--- config.mk ---
export PLATFORM = sky130hd
export DESIGN_NAME = data_mem_responder
export DESIGN_NICKNAME = d
export VERILOG_FILES = /design/src/rtl/data_mem_responder.sv
export SDC_FILE = /design/constraint.sdc
export NUM_CORES = 2
export LEC_CHECK = 0
export CORE_ASPECT_RATIO = 0.75
export CORE_MARGIN = 2
export CORE_UTILIZATION = 56
export CTS_CLUSTER_DIAMETER = 200
export CTS_CLUSTER_SIZE = 20
export DETAILED_ROUTE_END_ITERATION = 16
export PLACE_DENSITY_LB_ADDON = 0.05
export SLEW_MARGIN = 15
export SYNTH_ARGS = -nofsm -noshare
export SYNTH_HDL_FRONTEND = slang
export SYNTH_SLANG_ARGS = --single-unit
--- constraint.sdc ---
create_clock -name CLK -period 6 [get_ports CLK]
set_input_delay 1.5 -clock CLK [delete_from_list [all_inputs] [get_ports CLK]]
set_output_delay 1.5 -clock CLK [all_outputs]
set_load 0.02 [all_outputs]
--- src/rtl/data_mem_responder.sv ---
`default_nettype none
// ============================================================================
// Module   : data_mem_responder
// Brief    : Wait-state data-memory slave for the load/store path. Accepts one
//            request at a time over valid/ready and returns a one-cycle response.
// Revision : 1.0 - initial release
// ============================================================================
module data_mem_responder #(
    parameter int ADDR_W      = 5,
    parameter int WAIT_STATES = 2
) (
    input  logic        CLK,
    input  logic        rst,
    input  logic        req_valid,
    input  logic        req_write,
    input  logic [31:0] req_addr,
    input  logic [31:0] req_wdata,
    output logic        req_ready,
    output logic        rsp_valid,
    output logic [31:0] rsp_rdata,
    output logic        rsp_error,
    output logic        busy
);

    localparam int         c_depth     = 1 << ADDR_W;
    localparam logic [3:0] c_wait_load = 4'(WAIT_STATES);

    typedef enum logic [1:0] {
        ST_IDLE = 2'd0,
        ST_WAIT = 2'd1,
        ST_RESP = 2'd2
    } state_t;

    state_t      r_state;
    logic [3:0]  r_wait_cnt;
    logic        r_write;
    logic [31:0] r_addr;
    logic [31:0] r_wdata;
    logic [31:0] r_mem [c_depth];

    logic        r_req_ready;
    logic        r_rsp_valid;
    logic [31:0] r_rsp_rdata;
    logic        r_rsp_error;
    logic        r_busy;

    logic [ADDR_W-1:0] w_index;
    logic              w_error;

    // Decode works on the latched address so late req_* changes cannot leak in.
    assign w_index = r_addr[ADDR_W+1:2];
    assign w_error = (r_addr[1:0] != 2'b00) || (r_addr[31:ADDR_W+2] != '0);

    always_ff @(posedge CLK) begin
        if (!rst) begin
            r_state     <= ST_IDLE;
            r_wait_cnt  <= 4'd0;
            r_write     <= 1'b0;
            r_addr      <= 32'd0;
            r_wdata     <= 32'd0;
            r_req_ready <= 1'b1;
            r_rsp_valid <= 1'b0;
            r_rsp_rdata <= 32'd0;
            r_rsp_error <= 1'b0;
            r_busy      <= 1'b0;
            for (int i = 0; i < c_depth; i++) begin
                r_mem[i] <= 32'd0;
            end
        end else begin
            case (r_state)
                ST_IDLE: begin
                    if (req_valid) begin
                        r_write     <= req_write;
                        r_addr      <= req_addr;
                        r_wdata     <= req_wdata;
                        r_wait_cnt  <= c_wait_load;
                        r_req_ready <= 1'b0;
                        r_busy      <= 1'b1;
                        r_state     <= ST_WAIT;
                    end
                end

                ST_WAIT: begin
                    if (r_wait_cnt != 4'd0) begin
                        r_wait_cnt <= r_wait_cnt - 4'd1;
                    end else begin
                        r_rsp_valid <= 1'b1;
                        r_state     <= ST_RESP;
                        if (w_error) begin
                            r_rsp_rdata <= 32'd0;
                            r_rsp_error <= 1'b1;
                        end else if (r_write) begin
                            r_mem[w_index] <= r_wdata;
                            r_rsp_rdata    <= 32'd0;
                            r_rsp_error    <= 1'b0;
                        end else begin
                            r_rsp_rdata <= r_mem[w_index];
                            r_rsp_error <= 1'b0;
                        end
                    end
                end

                ST_RESP: begin
                    r_rsp_valid <= 1'b0;
                    r_rsp_rdata <= 32'd0;
                    r_rsp_error <= 1'b0;
                    r_req_ready <= 1'b1;
                    r_busy      <= 1'b0;
                    r_state     <= ST_IDLE;
                end

                default: begin
                    r_state     <= ST_IDLE;
                    r_req_ready <= 1'b1;
                    r_busy      <= 1'b0;
                    r_rsp_valid <= 1'b0;
                end
            endcase
        end
    end

    assign req_ready = r_req_ready;
    assign rsp_valid = r_rsp_valid;
    assign rsp_rdata = r_rsp_rdata;
    assign rsp_error = r_rsp_error;
    assign busy      = r_busy;

endmodule
`default_nettype wire
==> impl_metrics.yaml <==
run_status:
  status: "finished, final reports clean"
sta:
  fmax_mhz: 239.6
  relSlewSlack_pct: 18.29
  tightest_slew_ps: 1224
  setup_tns_ps: 0
  period_needed_ps: 4174
  hold_violations: 0
  fin_worst_skew_ps: 20.00
  slew_violations: 0
  min_period_over_period_pct: 69.56
  rsz0062_at_grt: "false"
  setup_viol: 0
  setup_slack_ps: 1826
floorplanning:
  rows: 93
  initial_core_util_pct: 56.51
  die_x_um: 343.9
  die_y_um: 258.9
  die-area_mm2: 0.08906
  coreArea_mm2: 0.08587
  io_pins: 104
final_layout:
  instances_no_fill: 4864
  fin_area_mm2: 0.05301
  mostFrequentLayoutCells: "1031 x nor2_1, 1024 x edfxtp_1, 429 x nand2_1"
  final_util_pct: 61.73
  nets: 3744
  drive_gt1_share_pct: 11.59
  syn2layout_area_growth_pct: 9.238
  final_common_cell: "nor2_1"
  nFillCells: 6476
critical_path:
  rr_endpoint: "r_mem[6][7]"
  critPathArrivalTime_ps: 4430
  start_kind: "input port"
  reg2reg_depth: 5
  path_max_fanout: 35
  end_kind: "flop"
  cp_slowest_stage_delay_ps: 1010
  r2r_slack_ps: 2260
  cp_data_required_time_ps: 6260
  crit_slowest_cell: "o21ai_4"
  crit_chain: "buf_4 > nor2b_1 > nand3_1 > nor4_2 > nand2_4 > o21ai_4"
  worstReg2RegStart: "r_addr[12]"
  crit_type: "input port to flop"
routing:
  routedWlPerCell_um: 28.97
  postRouteAntennaNets: 0
  dr.pass1.iters: 6
  post_drt_via_cell_ratio: 6.448
  routed_wl_um: 140900
  vias: 31361
  drc: 0
  drt_iter0_markers: 4872
synthesis:
  ys_seq_area_share_pct: 67.98
  synth_warnings: 0
  synth_ff_type: "edfxtp_1"
  synth.avg_cell_area_um2: 13.05
  syn_inst: 3720
  synth_edf_count: 1024
  synth_fp_nets: 3790
  synth_seq_cells: 1136
  netlist_area_mm2: 0.04853
  synthArstFlopShare_pct: 0
  synth_cell_types: 52
power_and_ir_drop:
  leakage_nw: 16.51
  power.density_mw_per_mm2: 286.3
  irDropWorstVdd_mv: 0.2295
placement:
  dp_cells: 4746
  port_buffers: 103
  post-place-ws_ps: 1138
  place.detailed.hpwl_um: 88180
  place_area_mm2: 0.05099
  globalplace.congestion: 0.8430
global_routing:
  grt_pass1_wl_um: 205000
  grt_pass1_vias: 30547
  grt-ovfl-total: 0
  antenna_found_initial: 6
  track_usage_pct: 31.95
  grt_max_degree: 139
worst_hold_path:
  hp-class: "flop to flop"
  hp-start: "req_ready"
  holdPathEnd: "req_ready"
  min_path_cells: 2
clock_tree:
  cts_resized: 0
  hold_buffers: 0
  insertion_delay_ps: 650
  numCtsBuffers: 66
  path_clk_slew_ps: 80
  cts.sinks: 1136
  cts_buffer_depth: 3
  cts_max_level: 3
  root_buffer: "clkbuf_16"
  cts_setup_buffers: 0
  tritoncts: "done"
job:
  drv_cap: 0
worst max-delay path by stage:
| stage | startpoint | endpoint | slack [ps] | cells after the start |
|---|---|---|---|---|
| floorplan | rst | r_mem[16][0] | 210 | 8 |
| global placement | rst | r_mem[4][1] | 1250 | 8 |
| detailed placement | rst | r_mem[6][28] | 1140 | 6 |
| CTS | rst | r_mem[6][28] | 1850 | 6 |
| global route | rst | r_mem[6][28] | 1580 | 6 |
| finish | rst | r_mem[6][7] | 1830 | 6 |
kinds of logic after synthesis:
logic type | Yosys count | synth area share [%]
AO/OA/AOI/OAI | 338 | 4.623
multiplexers | 324 | 11.64
XOR/XNOR | 2 | 0.03610
flip-flops | 1136 | 67.98
AND/OR/NAND/NOR | 1593 | 12.87
adder cells (fa/ha/maj) | 2 | 0.05156
buffers and inverters | 325 | 2.803
stage by stage:
step | hold slack, ps | total power [mW]
6_report | 455.7 | 15.18
5_1_grt | 476.2 | 15.58
4_1_cts | 459.5 | 15.20
3_5_place_dp | 439.2 | 10.50
3_3_place_gp | 443.4 | 10.46
2_1_floorplan | 436.0 | 9.934
power by group:
group          internal [mW]  switching (mW)  total (mW)
registers               8.85           0.218        9.07
clock network           2.30            2.54        4.84
logic                  0.461           0.802        1.26
flip-flops by register name, indices dropped and copies added (netlist names), named ones only:
name and flops:
busy 1, r_addr 32, r_wait_cnt 4, r_mem 1024, r_write 1, r_state 2, rsp_valid 1, r_wdata 32
rsp_error 1, req_ready 1, rsp_rdata 32
cell usage after synthesis, drive strengths merged (2+ instances only):
cell type  count  area share [%]
mux4         192             8.9
nand3          6           0.062
nand4          2           0.026
o21bai         6           0.093
nand2b        28            0.36
nand2        431             3.3
clkbuf       188             1.5
a221oi        64             1.2
or4            3           0.046
mux2i        131             2.7
or3            3           0.039
or2            3           0.039
buf          128             1.3
edfxtp      1024              63
nor4           7            0.10
a21oi        122             1.3
nor2b          7           0.090
a211o         30            0.54
nor3          54            0.56
and2           6           0.077
ha             2           0.052
nor2        1036             8.0
o22ai         14            0.18
o21ai         38            0.39
dfxtp        112             4.6
a22oi         55            0.85
inv            9           0.070
area by class of cell:
class / instances / area [µm²] / share of cell area (%)
antenna: 4 / 10.01 / 0.01888
clock buffer: 113 / 1977 / 3.729
clock inverter: 1 / 30.03 / 0.05664
inverter: 9 / 33.78 / 0.06372
multi-input combinational: 2259 / 14640 / 27.62
sequential: 1136 / 33010 / 62.26
tap: 1140 / 1426 / 2.691
timing repair buffer: 202 / 1884 / 3.554
critical path, delay by kind of cell:
kind / cells / cell delay (ps)
and+or+nand+nor: 4 / 1800
AOI/OAI and AO/OA: 1 / 1010
buffers and inverters: 1 / 80
metal layers:
layer  up-vias  share of wire (%)  GRT usage (%)
met5         -                  0              0
met2      1914                 46          48.20
met4         0                3.0          9.227
met1     15913                 40          47.65
met3       221                 11          6.473
li1      13313                  -              -
Power figures use the tool's default switching activity.
